<file path="src/rtl/irq_ctrl_pkg.sv">
// Shared register map and FSM encoding for the interrupt controller.
// Pure declarations: no latency, no flow control.
package irq_ctrl_pkg;

  localparam logic [1:0] REG_PEND = 2'd0;
  localparam logic [1:0] REG_MASK = 2'd1;
  localparam logic [1:0] REG_EDGE = 2'd2;
  localparam logic [1:0] REG_STAT = 2'd3;

  typedef enum logic [1:0] {
    IDLE    = 2'd0,
    REQ     = 2'd1,
    SERVICE = 2'd2
  } state_t;

endpackage

</file>
<file path="src/rtl/irq_prio_enc.sv">
// Fixed-priority encoder, lowest index wins; purely combinational.
// Zero latency, no backpressure.
module irq_prio_enc #(
  parameter int N_SRC = 8,
  parameter int VEC_W = 3
) (
  input  logic [N_SRC-1:0] req,
  output logic             valid,
  output logic [VEC_W-1:0] index
);

  always_comb begin
    valid = 1'b0;
    index = '0;
    // Scan downward so the last hit is the lowest set index.
    for (int i = N_SRC - 1; i >= 0; i--) begin
      if (req[i]) begin
        valid = 1'b1;
        index = VEC_W'(i);
      end
    end
  end

endmodule

</file>
<file path="src/rtl/irq_ctrl.sv">
// Interrupt controller: latches/masks requests, presents one vector to the mcu.
// interrupt rises 1 clock after a level request (2 for edge); the ack/eoi handshake gates new requests.
module irq_ctrl
  import irq_ctrl_pkg::*;
#(
  parameter int N_SRC = 8,
  parameter int VEC_W = 3,
  parameter int DW    = 16
) (
  input  logic             clock,
  input  logic             reset_n,
  input  logic [N_SRC-1:0] src,
  input  logic [1:0]       addr,
  input  logic             wr,
  input  logic [DW-1:0]    wdata,
  output logic [DW-1:0]    rdata,
  output logic             interrupt,
  output logic [VEC_W-1:0] irq,
  input  logic             int_ack,
  input  logic             eoi
);

  state_t             state, state_n;
  logic [VEC_W-1:0]   sel, sel_n;
  logic               interrupt_n;
  logic [N_SRC-1:0]   mask, edge_mode, prev_src, edge_pend, edge_pend_n;
  logic [N_SRC-1:0]   pend, act, rise, clr, sel_oh;
  logic               ack_take, win_vld;
  logic [VEC_W-1:0]   win_idx;

  assign pend     = (edge_mode & edge_pend) | (~edge_mode & src);
  assign act      = pend & ~mask;
  assign rise     = src & ~prev_src;
  assign sel_oh   = N_SRC'(1) << sel;
  assign ack_take = (state == REQ) && int_ack;
  assign clr      = ((wr && addr == REG_PEND) ? wdata[N_SRC-1:0] : '0)
                  | (ack_take ? sel_oh : '0);
  // A rise in the same cycle as a clear wins so no edge is dropped.
  assign edge_pend_n = ((edge_pend & ~clr) | rise) & edge_mode;

  if (DW > N_SRC) begin : g_wdata_hi
    logic unused_wdata_hi;
    assign unused_wdata_hi = ^wdata[DW-1:N_SRC];
  end

  irq_prio_enc #(.N_SRC(N_SRC), .VEC_W(VEC_W)) u_prio (
    .req   (act),
    .valid (win_vld),
    .index (win_idx)
  );

  always_comb begin
    state_n     = state;
    sel_n       = sel;
    interrupt_n = (state == REQ);
    case (state)
      IDLE: begin
        if (win_vld) begin
          state_n     = REQ;
          sel_n       = win_idx;
          interrupt_n = 1'b1;
        end
      end
      REQ: begin
        if (ack_take) begin
          state_n     = SERVICE;
          interrupt_n = 1'b0;
        end else if ((act & sel_oh) == '0) begin
          state_n     = IDLE;
          interrupt_n = 1'b0;
        end
      end
      SERVICE: begin
        if (eoi) state_n = IDLE;
      end
      default: begin
        state_n     = IDLE;
        interrupt_n = 1'b0;
      end
    endcase
  end

  always_ff @(posedge clock or negedge reset_n) begin
    if (!reset_n) begin
      state     <= IDLE;
      sel       <= '0;
      interrupt <= 1'b0;
      mask      <= '1;
      edge_mode <= '0;
      prev_src  <= '0;
      edge_pend <= '0;
    end else begin
      state     <= state_n;
      sel       <= sel_n;
      interrupt <= interrupt_n;
      prev_src  <= src;
      edge_pend <= edge_pend_n;
      if (wr && addr == REG_MASK) mask      <= wdata[N_SRC-1:0];
      if (wr && addr == REG_EDGE) edge_mode <= wdata[N_SRC-1:0];
    end
  end

  assign irq = sel;

  always_comb begin
    rdata = '0;
    case (addr)
      REG_PEND: rdata[N_SRC-1:0] = pend;
      REG_MASK: rdata[N_SRC-1:0] = mask;
      REG_EDGE: rdata[N_SRC-1:0] = edge_mode;
      REG_STAT: begin
        rdata[15]          = (state == SERVICE);
        rdata[9:8]         = state;
        rdata[VEC_W-1:0]   = sel;
      end
      default: rdata = '0;
    endcase
  end

endmodule
</file>
<file path="config.mk">
export PLATFORM = sky130hd
export DESIGN_NAME = irq_ctrl
export DESIGN_NICKNAME = d
export VERILOG_FILES = /design/src/rtl/irq_ctrl_pkg.sv /design/src/rtl/irq_prio_enc.sv /design/src/rtl/irq_ctrl.sv
export SDC_FILE = /design/constraint.sdc
export NUM_CORES = 1
export LEC_CHECK = 0
export ABC_CLOCK_PERIOD_IN_PS = 4500
export BUFFER_PORTS_ARGS = -buffer_cell sky130_fd_sc_hd__buf_4
export CAP_MARGIN = 20
export CORE_UTILIZATION = 57
export CTS_CLUSTER_DIAMETER = 30
export DETAILED_ROUTE_END_ITERATION = 12
export GPL_TIMING_DRIVEN = 0
export PLACE_DENSITY = 0.91
export SETUP_SLACK_MARGIN = 0.02
export SLEW_MARGIN = 20
export SYNTH_ARGS = -nofsm -noshare
export SYNTH_HDL_FRONTEND = slang
export SYNTH_SLANG_ARGS = --single-unit
</file>
<file path="constraint.sdc">
create_clock -name clock -period 4.5 [get_ports clock]
set_clock_uncertainty 0.1 [all_clocks]
set_input_delay 0.9 -clock clock [delete_from_list [all_inputs] [get_ports clock]]
set_output_delay 0.9 -clock clock [all_outputs]
set_load 0.02 [all_outputs]
</file>
==> results by stage, run 1 <==
Run status:
- The run finished with clean final reports.

Drt:
- For this block, the via count after detailed routing is 1676.
- After detailed routing, the number of remaining DRC violations is 0.
- The final routed wirelength across all metal layers is 4640 µm.
- The first-pass iteration count of the detailed router is 4.
- After detailed routing, the average wire length per cell comes to 16.4 µm.
- The per-cell via count in the routed design is 5.94.
- The detailed router's first-iteration violation count is 128.
- The post-detailed-route count of antenna-violating nets is 0.

Cells and area:
- The number of nets at the end of the flow is 267.
- Leaving out filler cells and counting taps, the final layout contains 282.
- Summing all multi-input logic gate instances after layout gives 1060 µm².
- The area taken by flip-flops and latches is 961 µm².
- The area added between synthesis and finish is 20.4%.
- Summing all non-filler instances in the final layout gives an area of 2500 µm².
- The most common cell after layout, fill and taps aside is sky130_fd_sc_hd__buf_4.
- Once layout is complete, the utilization of the core stands at 0.733.
- The library cells used most frequently in the layout, excluding fill and tap cells, are 41 x sky130_fd_sc_hd__buf_4, 30 x sky130_fd_sc_hd__dfrtp_1, 17 x sky130_fd_sc_hd__nand2_1.
- The fill cell total of the finished layout is 268.
- The repair_antennas step left the layout with diodes totalling 0.
- In the final layout, the share of cells above drive strength 1 is 0.373.

Global route:
- The overall track demand over capacity in global routing is 0.264.
- The via count of the first global-routing pass was 1666.
- The aggregate global routing overflow is 0.
- The first global-routing pass estimated 7910 µm of wire.
- The pin count of the biggest net entering global routing is 39.
- The initial antenna violation count came to 0.

Run:
- Max-cap violations in this run came to 0.

Critical path:
- In this run the critical register-to-register path is captured at irq[1].
- The setup slack of the worst register-to-register path is 2.44 ns.
- The largest incremental delay on the critical path is 0.50 ns.
- The slowest stage of the critical path is the sky130_fd_sc_hd__clkbuf_1 cell.
- The worst reg2reg path depth is 5.
- The arrival time at the worst endpoint is 2.38 ns.
- The worst setup path category is input port to primary output.
- The launching instance or port of the critical path is addr[1].
- The cell type with the highest occurrence count on the critical path is sky130_fd_sc_hd__clkbuf_1.
- The kind of start point of the critical path is an input port.
- Data on the critical path is required at its endpoint by 3.50 ns.
- The startpoint of the lowest-slack register-to-register path is edge_mode[6].
- The element type at the critical path end is a primary output.
- The largest fanout on the critical path is 10.
- The timing endpoint of the critical path is rdata[5].
- Traced cell by cell, the critical path runs through clkbuf_1, clkbuf_1, o21a_1, a21oi_1, o21ai_0, buf_4.

STA:
- The total setup violations reported at the end of the flow is 0.
- The clock period minus final worst setup slack is 3.38 ns.
- For the pin with the worst max-slew slack, the measured transition is 0.636 ns.
- The post-route worst setup slack is 1.12 ns.
- Setup repair after global routing left no endpoint under its margin.
- The post-route clock period utilization is 0.751.
- Setup total negative slack on the finished layout was measured at 0 ns.
- The maximum clock rate is 0.296 GHz.
- The number of pins exceeding their max-slew limit in the final report was 0.
- The count of endpoints failing hold in the final timing report is 0.
- The final-layout worst hold slack is 0.383 ns.
- The max-slew headroom at the worst pin is 0.574.

Power and ir drop:
- Dividing total power by cell area gives a power density of 472 nW/µm².
- The maximum vdd ir drop is 0.000336 V.
- For this design the static power due to leakage is 1.07 nW.
- The total power is 1.18 mW.

Clocking:
- The number of clock buffers added by TritonCTS is 5.
- The H-tree level count is 2.
- In this run, post-CTS hold repair placed 0 buffers.
- Clock-pin slew was measured on the worst setup and hold paths at 0.12 ns.
- The longest clock path from root to sink contains 2 buffers.
- The CTS tree is done.
- Gates resized during post-CTS repair numbered 0.
- The clock root buffer master is sky130_fd_sc_hd__clkbuf_4.
- For this design, the sink count on the clock tree is 38.
- The setup fix buffers added after clock tree synthesis is 0.
- The clock latency reported for the late side of the worst-skew pair is 0.36 ns.

Floorplan:
- In this run the standard cell core region covers 3420 µm².
- The number of rows created at floorplan is 21.
- The floorplan step defined a die boundary enclosing 3890 µm².
- The die extent in x is 62.4 µm.
- The chip height is 62.4 µm.
- For this configuration, the core starts out at a cell density of 0.609.
- Pin placement for this block handled 51 I/O pins.

Placed design:
- The half-perimeter wire length after placement is 3280 µm.
- The cell area after placement is 2420 µm².
- The port buffer count is 36.
- The worst setup slack after placement is 1.17 ns.
- The routability congestion estimate from global placement is 0.833.
- The placed instance count is 275.

Synthesis:
- The cell count after synthesis is 189.
- The share of synthesized area in the top cell type comes to 0.361.
- The number of synthesized flops with an enable pin is 0.
- Counting distinct cell types in the post-synthesis netlist gives 49.
- By area the synthesized netlist is led by sky130_fd_sc_hd__dfrtp_1 36%, sky130_fd_sc_hd__dfstp_2 10%, sky130_fd_sc_hd__mux2_2 8.7%.
- Summed over all instances, the cell type with the most area after synthesis is sky130_fd_sc_hd__dfrtp_1.
- For this run, the register share of the synthesized area comes to 0.462.
- The fraction of synthesis flops using an asynchronous set or reset pin is 1.00.
- The post-synthesis average cell area is 11.0 µm².
- Among all flip-flop cells after synthesis, the most frequent one is sky130_fd_sc_hd__dfrtp_1.
- The flop and latch count out of synthesis is 38.
- The mapped netlist covers 2080 µm².
- The Yosys step of the flow raised 0 warnings.

Min path:
- The type of the worst min-delay path is input port to async pin.
synthesized netlist by cell type, types with 4 or more instances:
master                      n
sky130_fd_sc_hd__dfrtp_1   30
sky130_fd_sc_hd__mux2i_1    5
sky130_fd_sc_hd__a21boi_0   8
sky130_fd_sc_hd__nand2_1   17
sky130_fd_sc_hd__o21a_1     5
sky130_fd_sc_hd__nor3_1     4
sky130_fd_sc_hd__mux2_2    16
sky130_fd_sc_hd__buf_4      5
sky130_fd_sc_hd__nand2b_1  13
sky130_fd_sc_hd__o21ai_0    8
sky130_fd_sc_hd__a21oi_1    6
sky130_fd_sc_hd__dfstp_2    8
sky130_fd_sc_hd__nor2_1     7
sky130_fd_sc_hd__o211ai_1   6
logic make-up after synthesis:
logic type / after synthesis / share of synthesized area
DFF: 38 / 0.462
AOI/OAI and AO/OA: 48 / 0.171
buffers and inverters: 14 / 0.0355
and+or+nand+nor: 61 / 0.168
other: 1 / 0.00180
muxes: 27 / 0.161
layer usage:
metal	part of all wire	up-vias	global-route usage
li1	-	782	-
met1	0.45	815	0.366
met2	0.47	72	0.393
met3	0.068	7	0.0602
met4	0.016	0	0.128
met5	0	-	0
worst min path at each step:
| stage | to | slack (ns) | cells past startpoint |
|---|---|---|---|
| floorplan | edge_pend[1] | 0.38 | 2 |
| global placement | edge_pend[2] | 0.39 | 2 |
| detailed placement | edge_pend[4] | 0.41 | 2 |
| CTS | edge_pend[7] | 0.40 | 1 |
| global route | edge_pend[7] | 0.40 | 1 |
| finish | edge_pend[7] | 0.38 | 1 |
worst max-delay path, delay by kind of cell:
kind            cells  cell delay [ns]
buf+inv             3             1.07
compound gates      3             0.42
layout make-up:
| cell class | instances | share of cell area |
|---|---|---|
| multi-input cells | 141 | 0.423 |
| plain buffers | 11 | 0.0250 |
| repair buffers | 36 | 0.108 |
| well taps | 46 | 0.0230 |
| clock inverters | 1 | 0.0120 |
| inverters | 3 | 0.00450 |
| clock buffers | 6 | 0.0205 |
| flip-flops and latches | 38 | 0.384 |
sequential cells by signal, indices dropped and copies added, names as in the netlist:
register	count
edge_mode	8
edge_pend	8
mask	8
prev_src	8
irq	3
state	2
interrupt	1
report_power, final:
group	internal [mW]	switching, mW	total, mW	leakage [nW]
clock network	0.129	0.114	0.244	0.0443
registers	0.420	0.0731	0.493	0.452
logic	0.212	0.234	0.446	0.577
total	0.761	0.422	1.18	1.07
Note: power is estimated with default switching activity, not from simulation.
==> run 2: changes to the inputs <==
--- a/config.mk
+++ b/config.mk
@@ -5,14 +5,14 @@
 export SDC_FILE = /design/constraint.sdc
 export NUM_CORES = 1
 export LEC_CHECK = 0
-export ABC_CLOCK_PERIOD_IN_PS = 4500
+export ABC_CLOCK_PERIOD_IN_PS = 3200
 export BUFFER_PORTS_ARGS = -buffer_cell sky130_fd_sc_hd__buf_4
 export CAP_MARGIN = 20
-export CORE_UTILIZATION = 57
+export CORE_UTILIZATION = 53
 export CTS_CLUSTER_DIAMETER = 30
 export DETAILED_ROUTE_END_ITERATION = 12
 export GPL_TIMING_DRIVEN = 0
-export PLACE_DENSITY = 0.91
+export PLACE_DENSITY = 0.86
 export SETUP_SLACK_MARGIN = 0.02
 export SLEW_MARGIN = 20
 export SYNTH_ARGS = -nofsm -noshare
==> constraint.sdc (replaced) <==
create_clock -name clock -period 3.2 [get_ports clock]
set_clock_uncertainty 0.1 [all_clocks]
set_input_delay 0.64 -clock clock [delete_from_list [all_inputs] [get_ports clock]]
set_output_delay 0.64 -clock clock [all_outputs]
set_load 0.02 [all_outputs]
==> results by stage, run 2 (synthesis results as in run 1) <==
Clocking:
- In this run the clock root is driven by a sky130_fd_sc_hd__clkbuf_8.
- The number of instances resized during post-cts repair is 0 (unchanged).
- The clock latency reported for the late side of the worst-skew pair is 0.30 ns (-0.06 ns).
- The hold-fix buffer count after cts came to 0 (unchanged).
- The number of buffers between clock root and the deepest sink is 2 (unchanged).
- The clock net sink count is 38 (unchanged).
- The setup fix buffers added after clock tree synthesis is 0 (unchanged).
- The number of buffers created by CTS was 5 (unchanged).
- The H-tree level count was 2 (unchanged).
- TritonCTS built the clock tree.
- The clock slew at the register clock pins of the worst setup and hold paths is 0.07 ns (-0.05 ns).

STA:
- Counting I/O delays and the setup requirement, the final critical path takes 2.85 ns.
- The maximum clock rate is 0.351 GHz.
- The total setup violations reported at the end of the flow is 0 (unchanged).
- The post-route setup TNS was 0 ns (unchanged).
- Setup repair after global routing left no endpoint under its margin.
- The actual slew at the worst max-slew pin is 0.598 ns (-0.0378 ns).
- The post-route worst setup slack was 0.349 ns (-0.769 ns).
- The number of pins exceeding their max-slew limit in the final report is 0 (unchanged).
- Of the available clock period, the critical path in the final layout requires 0.891.
- The count of endpoints failing hold in the final timing report is 0 (unchanged).
- The max-slew headroom at the worst pin is 0.599 (+0.0253).

Global route:
- The aggregate global routing overflow is 0 (unchanged).
- The via count of the first global-routing pass is 1555 (-6.7%).
- The wire length of the first global-routing pass is 7580 µm (-4.3%).
- The initial antenna violation count is 0 (unchanged).
- The overall track demand over capacity in global routing came to 0.241 (-0.0232).
- The pin count of the biggest net entering global routing came to 39 (unchanged).

Critical path:
- The element type at the critical path end is a primary output.
- The arrival time at the worst endpoint was 2.11 ns (-0.27 ns).
- The kind of start point of the critical path is an input port.
- The slowest cell on the critical path is sky130_fd_sc_hd__clkbuf_1.
- In this run the critical register-to-register path is captured at irq[1].
- The cell type with the highest occurrence count on the critical path is sky130_fd_sc_hd__clkbuf_1.
- Walking the worst path, the cells encountered are clkbuf_1, clkbuf_1, mux4_2, buf_4.
- The required time at the endpoint of the critical path is 2.46 ns (-1.04 ns).
- The largest fanout on the critical path is 10 (unchanged).
- The worst reg2reg path depth is 5 (unchanged).
- The launching instance or port of the critical path is addr[1].
- The startpoint of the lowest-slack register-to-register path is edge_mode[6].
- The setup slack of the worst register-to-register path is 1.19 ns (-1.25 ns).
- The worst setup path category is input port to primary output.
- The largest incremental delay on the critical path came to 0.50 ns (about the same).

Cells and area:
- The diode insertion count for antenna repair is 0 (unchanged).
- The post-layout utilization of the core is 0.673 (-0.0599).
- The number of nets at the end of the flow is 267 (unchanged).
- In the layout the commonest cells are 41 x sky130_fd_sc_hd__buf_4, 30 x sky130_fd_sc_hd__dfrtp_1, 17 x sky130_fd_sc_hd__nand2_1.
- The area added between synthesis and finish is 20.3% (about the same).
- The fraction of final layout cells with drive strength greater than 1 came to 0.364 (-0.00847).
- The most common cell after layout, fill and taps aside is sky130_fd_sc_hd__buf_4.

Power and ir drop:
- The maximum vdd ir drop was 0.000444 V (+32%).
- The reported leakage power is 1.07 nW (-0.56%).
- The total power came to 1.63 mW (+38%).
- The power density of the placed cells is 651 nW/µm² (+38%).

Min path:
- The type of the worst min-delay path is input port to async pin.

Floorplan:
- The die area is 4180 µm² (+7.3%).
- The area inside the core boundary is 3720 µm² (+8.8%).
- The die extent in x is 64.6 µm (+3.6%).
- The effective utilization at floorplan is 0.560 (-0.0492).
- The number of rows created at floorplan is 22 (+4.8%).
- The number of primary I/O pins is 51 (unchanged).
- The chip height was 64.6 µm (+3.6%).

Placed design:
- The port buffer count is 36 (unchanged).
- The half-perimeter wire length after placement is 3270 µm (-0.45%).
- The routability congestion estimate from global placement is 0.853 (+2.5%).
- The worst setup slack after placement was 0.372 ns (-0.799 ns).

Drt:
- The detailed router's first-iteration violation count is 92 (-28%).
- The wire length per cell after detailed routing was 15.9 µm (-3.1%).
- The number of remaining DRC errors is 0 (unchanged).
- The post-detailed-route count of antenna-violating nets came to 0 (unchanged).
- The per-cell via count in the routed design was 5.77 (-3.0%).
- The first-pass iteration count of the detailed router is 4 (unchanged).
- The via total after detailed routing came to 1638 (-2.3%).
- The final routed wirelength across all metal layers is 4530 µm (-2.4%).

Run:
- The max-cap violation count was 0 (unchanged).

Run status:
- The flow ran to the end, and the final reports show no timing, DRC or antenna violations.
-- run 2: changes by cell type in the layout (fill, tap and decap cells not counted) --
cell,delta
sky130_fd_sc_hd__bufinv_16,-1
sky130_fd_sc_hd__clkbuf_4,-5
sky130_fd_sc_hd__clkbuf_8,+4
sky130_fd_sc_hd__clkbuf_1,+2
-- run 2: critical path: cells and delay by family --
kind	cells	cell delay, ns
buffers and inverters	3	1.06
multiplexers	1	0.40
-- run 2: through the flow --
step                instances  hold WS [ns]  instance area, µm²
CTS                       284         0.220                2500
global route              284         0.236                2500
detailed placement        277         0.397                2420
finish                    284         0.205                2500
global placement          277         0.398                2420
floorplan                 193         0.244                2090
-- run 2: layer usage --
metal  share of wire  wire length, µm  up-vias  global-route usage
met1            0.47             2110      794               0.338
met5               0                0        -                   0
met3           0.067              305        2              0.0687
met2            0.46             2090       59               0.374
met4          0.0057               26        0              0.0472
li1                -                -      783                   -
-- run 2: area by class of cell --
| cell class | count | area [µm²] |
|---|---|---|
| fill | 297 | 1210 |
| multi-input combinational | 141 | 1060 |
| sequential | 38 | 961 |
| timing repair buffer | 36 | 270 |
| clock buffer | 7 | 76.3 |
| buffer | 11 | 62.6 |
| tap | 48 | 60.1 |
| inverter | 3 | 11.3 |
-- run 2: how the worst max path moves through the flow --
stage | end | depth (start not counted)
floorplan | rdata[5] | 5
global placement | rdata[0] | 4
detailed placement | rdata[2] | 4
CTS | rdata[2] | 4
global route | rdata[5] | 6
finish | rdata[2] | 4
-- run 2: report_power, final --
part	leakage [nW]	switching [mW]	total, mW	internal [mW]
Combinational	0.577	0.327	0.625	0.298
Clock	0.0383	0.164	0.314	0.150
Sequential	0.452	0.0992	0.691	0.591
Total	1.07	0.590	1.63	1.04
